<file path="src/rtl/seg_scan_pkg.sv">
// seg_scan_pkg: constants shared by the seg_scan display driver and its decoder.
// Holds the active-low hex font ({g,f,e,d,c,b,a}, 0 = segment lit) and the
// all-dark anode/cathode patterns used whenever a digit must stay unlit.
package seg_scan_pkg;

  localparam logic [7:0] AN_OFF  = 8'hFF;
  localparam logic [6:0] SEG_OFF = 7'h7F;

  // Index = nibble value; glyphs 0-9, A, b, C, d, E, F.
  localparam logic [6:0] SEG_FONT [16] = '{
    7'h40, 7'h79, 7'h24, 7'h30, 7'h19, 7'h12, 7'h02, 7'h78,
    7'h00, 7'h10, 7'h08, 7'h03, 7'h46, 7'h21, 7'h06, 7'h0E
  };

endpackage

</file>
<file path="src/rtl/hex7seg.sv">
// hex7seg: combinational nibble to active-low seven-segment decoder.
// Ports: i_nib  - 4-bit hex value to show
//        o_seg  - active-low cathodes {g,f,e,d,c,b,a}
module hex7seg
  import seg_scan_pkg::*;
(
  input  logic [3:0] i_nib,
  output logic [6:0] o_seg
);

  assign o_seg = SEG_FONT[i_nib];

endmodule

</file>
<file path="src/rtl/seg_scan.sv">
// seg_scan: time-multiplexed driver for an 8-digit common-anode hex display.
// Ports: clk_board/rst (async, active-high) clock and reset; data/dp/digit_en
//        per-digit value, decimal point and enable; blank forces all digits dark;
//        an/seg/dp_n are registered active-low anode, cathode and dp drives.
module seg_scan
  import seg_scan_pkg::*;
#(
  parameter int SCAN_DIV = 50000
) (
  input  logic        clk_board,
  input  logic        rst,
  input  logic [31:0] data,
  input  logic [7:0]  dp,
  input  logic [7:0]  digit_en,
  input  logic        blank,
  output logic [7:0]  an,
  output logic [6:0]  seg,
  output logic        dp_n
);

  localparam int PW = (SCAN_DIV > 1) ? $clog2(SCAN_DIV) : 1;
  localparam logic [PW-1:0] PRESC_MAX = PW'(SCAN_DIV - 1);

  logic [PW-1:0] r_presc;
  logic [2:0]    r_idx;
  logic [31:0]   r_snap_data;
  logic [7:0]    r_snap_dp;
  logic [7:0]    r_snap_en;
  // High only for the first edge after reset, when the snapshot is loaded.
  logic          r_first;

  logic          w_tick;
  logic          w_frame_end;
  logic [31:0]   w_data_eff;
  logic [7:0]    w_dp_eff;
  logic [7:0]    w_en_eff;
  logic [3:0]    w_nib;
  logic [6:0]    w_seg;
  logic          w_lit;

  assign w_tick      = (r_presc == PRESC_MAX);
  assign w_frame_end = w_tick && (r_idx == 3'd7);

  // On the first edge after reset the snapshot register still holds zero, so
  // the output path looks straight at the inputs being captured. That gives
  // digit 0 of the first frame its full dwell instead of one dark cycle.
  assign w_data_eff = r_first ? data     : r_snap_data;
  assign w_dp_eff   = r_first ? dp       : r_snap_dp;
  assign w_en_eff   = r_first ? digit_en : r_snap_en;

  assign w_nib = w_data_eff[{r_idx, 2'b00} +: 4];
  assign w_lit = w_en_eff[r_idx] & ~blank;

  hex7seg u_hex7seg (
    .i_nib (w_nib),
    .o_seg (w_seg)
  );

  always_ff @(posedge clk_board or posedge rst) begin
    if (rst) begin
      r_presc     <= '0;
      r_idx       <= 3'd0;
      r_snap_data <= 32'h0;
      r_snap_dp   <= 8'h0;
      r_snap_en   <= 8'h0;
      r_first     <= 1'b1;
      an          <= AN_OFF;
      seg         <= SEG_OFF;
      dp_n        <= 1'b1;
    end else begin
      r_first <= 1'b0;

      if (w_tick) begin
        r_presc <= '0;
        r_idx   <= r_idx + 3'd1;
      end else begin
        r_presc <= r_presc + PW'(1);
      end

      // The snapshot only moves at frame boundaries so one frame never mixes
      // two input values.
      if (r_first || w_frame_end) begin
        r_snap_data <= data;
        r_snap_dp   <= dp;
        r_snap_en   <= digit_en;
      end

      if (w_lit) begin
        an   <= ~(8'h01 << r_idx);
        seg  <= w_seg;
        dp_n <= ~w_dp_eff[r_idx];
      end else begin
        an   <= AN_OFF;
        seg  <= SEG_OFF;
        dp_n <= 1'b1;
      end
    end
  end

endmodule

</file>
<file path="config.mk">
export PLATFORM = sky130hd
export DESIGN_NAME = seg_scan
export DESIGN_NICKNAME = d
export VERILOG_FILES = /design/src/rtl/seg_scan_pkg.sv /design/src/rtl/hex7seg.sv /design/src/rtl/seg_scan.sv
export SDC_FILE = /design/constraint.sdc
export NUM_CORES = 1
export LEC_CHECK = 0
export ABC_AREA = 1
export CORE_MARGIN = 3
export CORE_UTILIZATION = 50
export CTS_CLUSTER_DIAMETER = 30
export DETAILED_ROUTE_END_ITERATION = 8
export PLACE_DENSITY = 0.77
export SLEW_MARGIN = 20
export SYNTH_ARGS = -nofsm -noshare
export SYNTH_HDL_FRONTEND = slang
export SYNTH_SLANG_ARGS = --single-unit
export TNS_END_PERCENT = 100
</file>
<file path="constraint.sdc">
create_clock -name clk_board -period 2.5 [get_ports clk_board]
set_input_delay 0.5 -clock clk_board [delete_from_list [all_inputs] [get_ports clk_board]]
set_output_delay 0.5 -clock clk_board [all_outputs]
set_load 0.01 [all_outputs]
</file>
* Word-level counts from Yosys, hierarchy flattened
Memories as Yosys holds them, arrays and structs flattened. Cells that the tools add are included.
Operators by class: equality and inequality tests 2, add/sub/neg operators 2, bitwise operators 5, magnitude comparators 2, shift operators 2, reduce and logical (&&, ||, !) cells 2, muxes and demuxes 13
Operator list (number):
- 32-bit two-way mux | 1
- 32-bit by 6-bit indexed part select with 4-bit output | 1
- 8-bit two-way mux | 3
- 7-bit two-way mux | 3
- 16-bit by 1-bit adder with 16-bit output (second input constant) | 1
- 16-bit equality test (second input constant) | 1
- 16-bit two-way mux | 1
- 8-bit inverter | 1
- 1-bit by 3-bit << shifter with 8-bit output (first input constant) | 1
- 1-bit binary-select mux with 3-bit select | 2
- 5-bit greater-or-equal comparator (second input constant) | 1
- 4-bit inverter with 5-bit output | 1
- 3-bit by 4-bit < comparator with 1-bit output (second input constant) | 1
- 3-bit by 1-bit adder with 3-bit output (second input constant) | 1
- 3-bit equality test (second input constant) | 1
- 1-bit two-way mux | 3
- 1-bit inverter | 2
- 1-bit bitwise AND | 1
- 1-bit logical AND | 1
- 1-bit logical OR | 1
Word-level totals: logic and storage cells 38, output and inout port bits 16, register bits after elaboration 84, bits of input ports 51, ROM bits 112, memories 1
Memory list:
- (name not given) | words 16, width 7, read ports 1, clocked after Yosys merged registers in 0, write ports 0, line hex7seg.sv:11 | assign o_seg = SEG_FONT[i_nib];

* Longest topological paths before layout
depth after elaboration 7, gate-level depth with buffers 15

* By module
Synthesis repeated with hierarchy kept, for this count alone.
Second synthesis, totals: cells, all modules 636, area total of the unflattened synthesis 4773.3 um^2
By module, submodules not included:
- seg_scan | area an instance 4499.3 um^2, cells each 587, times used 1
- hex7seg | area an instance 274.0 um^2, cells each 49, times used 1

* Least setup slack after synthesis
No wires, ideal clock.
path kind register -> register, start point register r_first, end point register seg[0], setup slack 0.492 ns, cell stages (with the launch flop) 16, data required time 2.413 ns, data arrival time 1.921 ns, cell sequence dfstp_2 buf_6 inv_2 buf_6 buf_6 nand2_1 nand3_1 nand3_1 nand3_1 nand2_1 inv_1 ha_1 inv_1 nand3_1 nand3_1 nand3_1
On the way: word-level cells in the longest chain between the ends 7
Ends and longest elaborated chain:
- from (decl) | line seg_scan.sv:30 | logic r_first;
- from (signal assigned) | line seg_scan.sv:66 | r_first <= 1'b1;
- from (signal assigned) | line seg_scan.sv:71 | r_first <= 1'b0;
- 32-bit two-way mux | line seg_scan.sv:47 | assign w_data_eff = r_first ? data : r_snap_data;
- 32-bit by 6-bit indexed part select with 4-bit output | line seg_scan.sv:51 | assign w_nib = w_data_eff[{r_idx, 2'b00} +: 4];
- 4-bit inverter with 5-bit output (implied by the code) | line hex7seg.sv:11
- memory read 16 x 7 bit
- 7-bit two-way mux (implied by the code) (2 in a row) | line hex7seg.sv:11
- 7-bit two-way mux * | line seg_scan.sv:88 | if (w_lit) begin
- to (signal assigned) | line seg_scan.sv:90 | seg <= w_seg;
- to (decl) | line seg_scan.sv:17 | output logic [6:0] seg,
Mark *: on every way between the ends. The rest lies on a longest branch, timed or not. The select of a mux whose other input is x is not followed. A chain may end at the register's enable or synchronous reset.

* Worst setup path after layout
start point register r_first, end point register seg[3]
Same word-level chain as after synthesis.

==> metrics.md <==
| Metric | Value |
|---|---|
| Status | finished clean |
| Crit-path cells | inv_4 -> nand2_1 -> nand3_1 -> nand3_1 -> nand3_1 -> nand2_1 -> inv_1 -> ha_1 -> inv_1 -> nand3_1 -> nand3_1 -> nand3_1 |
| Core area | 9415 um^2 |
| Leakage | 2.872 nW |
| Seq pwr share | 49.8% |
| Netlist cell types | 35 |
| Reg2Reg Setup Slack | 0.19 ns |
| Vias in the first global route | 4176 |
| Clk pwr share | 33.2% |
| FP Rows | 35 |
| I/O Buffers | 66 |
| Yosys reg bits | 84 |
| Delay-heaviest family, CP | simple AND/OR/NAND/NOR gates |
| CP required | 2.78 ns |
| Peak VDD IR | 0.2352 mV |
| Hold Fails Final Rpt | 0 |
| Hold Path End | r_presc[0] |
| Min-delay src | r_presc[0] |
| Reg-to-reg startpoint | r_first |
| MaxCap Viol Count | 0 |
| CTS buffer count | 9 |
| Layout cells sized above 1 | 14.14% |
| 1st-iter DRT viols | 252 |
| Endpoint type of the worst setup path | flop |
| Syn nets | 697 |
| Critical path's slowest cell | dfstp_2 |
| Final slew viol count | 0 |
| Syn. warnings | 0 |
| Clk root buf | clkbuf_8 |
| List of most frequent post-synthesis cells | 178 x nand2_1, 98 x inv_1, 69 x nand3_1 |
| Hpwl dp | 7.843 mm |
| Detail Route Antenna Nets | 0 |
| Most frequent CP cell | nand3_1 |
| Seq/Total Area, Yosys | 43.20% |
| Final min period | 2.307 ns |
| Most common cell in the netlist | nand2_1 |
| Post-synth EDFFs | 0 |
| Post-synth top area cell | dfrtp_1 |
| GR Layer Usage met1 | 29.13% |
| Met2 Use GR | 35.06% |
| Avg Vias per Cell | 5.097 |
| CTS max path bufs | 2 |
| WL per Instance | 13.56 um |
| CP Buf/Inv Count | 3 |
| Routed Wire Length | 11.24 mm |
| Die Y | 105.1 um |
| Layout Cells excl Fill | 829 |
| GRT Overall Usage | 21.70% |
| Chip Width | 105.1 um |
| Top-area cell type share of the netlist area | 34.11% |
| Fin Clk Skew | 0.01360 ns |
| Top_reg_cell synth | dfrtp_1 |
| Die area | 11060 um^2 |
| Setup tns final | 0 ns |
| Switching Share | 27.23% |
| Reg clk slew, reported paths | 0.08 ns |
| Worst Path Arrival | 2.59 ns |
| Peak Freq | 0.4335 GHz |
| Sw power | 0.8046 mW |
| Post-Route Utilization | 61.93% |
| Aggregate global routing overflow | 0 |
| Cells after Synth | 633 |
| Worst-Skew Late Latency | 0.37 ns |
| PnR worst setup slack | 0.1931 ns |
| Area growth, synth to finish | 18.64% |
| Drt drc | 0 |
| Post_cts resized | 0 |
| CTS tree | done |
| Placed cells | 813 |
| Largest net degree at the start of global routing | 85 |
| First-pass DRT Iterations | 6 |
| CTS sink count | 84 |
| Vias | 4225 |
| Placed Area | 5633 um^2 |
| Worst path max stage delay | 0.72 ns |
| Async set-reset flop share out of synthesis | 100.0% |
| Hold Buf Count CTS | 0 |
| Worst hold path class | reg2reg |
| Ant. Diodes | 0 |
| Pwr per Cell Area | 506.7 nW/um^2 |
| Crit path max fanout | 30 |
| Final #Nets | 759 |
| Largest cells by area after synthesis | dfrtp_1 34%, nand2_1 14%, dfstp_2 9.1%, inv_1 7.5%, nand3_1 7.0% |
| CP startpoint kind | flop |
| Ports | 67 |
| Routability cong. | 0.8827 |
| Comb power frac | 17.0% |
| R2R depth | 12 |
| Postcts setup bufs | 0 |
| Hold depth | 1 |
| Initial antenna violation count | 0 |
| Cell internal pwr | 2.150 mW |
| First-pass GRT wire length | 19.58 mm |
| Initial Util | 52.20% |
| Kind of critical path | reg2reg |
| H-tree depth | 3 |
| Grt peak-use layer | met2 |
| Final period util | 92.28% |
| Unrepaired setup endpoints after global routing | false |
| DP Worst Slack | 0.09467 ns |
| Final setup viols | 0 |
| Final instance area | 5831 um^2 |
| Grt met3 use | 4.756% |
| Synth Area per Inst | 7.764 um^2 |
| Synth Cell Area | 4915 um^2 |
| Reg-to-reg critical path endpoint | seg[3] |
==> metrics by stage <==
stage | hold WS, ns | total power, mW
2_1_floorplan | 0.4302 | 1.826
3_3_place_gp | 0.4493 | 1.981
3_5_place_dp | 0.4512 | 1.998
4_1_cts | 0.4717 | 2.982
5_1_grt | 0.5024 | 3.116
6_report | 0.4727 | 2.955
==> layout make-up <==
| type | count | area (um^2) |
|---|---|---|
| multi-input cells | 413 | 2137 |
| clock buffers | 12 | 145.1 |
| clock inverters | 4 | 50.05 |
| well taps | 129 | 161.4 |
| flip-flops and latches | 84 | 2123 |
| inverters | 107 | 410.4 |
| fillers | 791 | 3585 |
| repair buffers | 80 | 803.3 |
==> registers in the layout (all words and copies together) (netlist names) <==
signal,flops
r_first,1
r_snap_en,8
r_snap_data,32
an,8
r_idx,3
r_presc,16
dp_n,1
seg,7
r_snap_dp,8
==> cells in the final DEF, fill, tap and decap left out <==
cell type	n
inv_2	7
conb_1	1
and2_1	1
ha_1	13
nand2_2	6
xor2_1	5
clkbuf_1	2
o211ai_1	4
clkdlybuf4s50_1	66
dfrtp_1	67
nor4_1	2
dfstp_2	17
buf_4	11
inv_4	2
nor3_4	1
nand3_1	69
nand2_4	2
o221ai_1	2
nand2_1	178
nor2_1	21
nor3_1	7
o21ai_1	12
o21ai_2	30
inv_1	97
bufinv_16	1
clkinv_2	1
clkinvlp_4	3
a21oi_1	12
nand4_1	3
a31oi_1	1
buf_12	3
o21ai_0	38
nand4_2	1
clkbuf_8	10
nand3_2	3
a21oi_4	1
==> worst max path at each step <==
stage                     startpoint  endpoint  slack, ns  cells past startpoint
after floorplan              r_first    seg[0]       0.49                     15
after global placement       data[1]    seg[3]       0.21                     13
after detailed placement     data[1]    seg[0]       0.09                     13
after CTS                    r_first    seg[3]       0.09                     12
after global routing         r_first    seg[3]       0.03                     12
final                        r_first    seg[3]       0.19                     12
==> kinds of logic after synthesis <==
kind of cell               synth area share [%]
and+or+nand+nor                           26.12
buffers and inverters                     13.31
AOI/OAI and AO/OA                         13.09
DFF                                       43.20
adders and majority gates                 3.310
xor gates and xnor gates                 0.8910
other                                   0.07630
==> power groups by stage <==
| stage | combinational [mW] | sequential [mW] | clock, mW |
|---|---|---|---|
| 5_1_grt | 0.568 | 1.48 | 1.07 |
| 4_1_cts | 0.503 | 1.47 | 1.01 |
| 3_3_place_gp | 0.485 | 1.50 | 0 |
| 3_5_place_dp | 0.500 | 1.50 | 0 |
| 6_report | 0.501 | 1.47 | 0.980 |
| 2_1_floorplan | 0.330 | 1.50 | 0 |
==> routing by layer <==
layer  routed length, um  vias up
li1                    -     2112
met1                5004     1938
met2                5378      152
met3                 655       23
met4                 201        0
met5                   0        -
No activity file was read; power rests on OpenSTA's default activity.
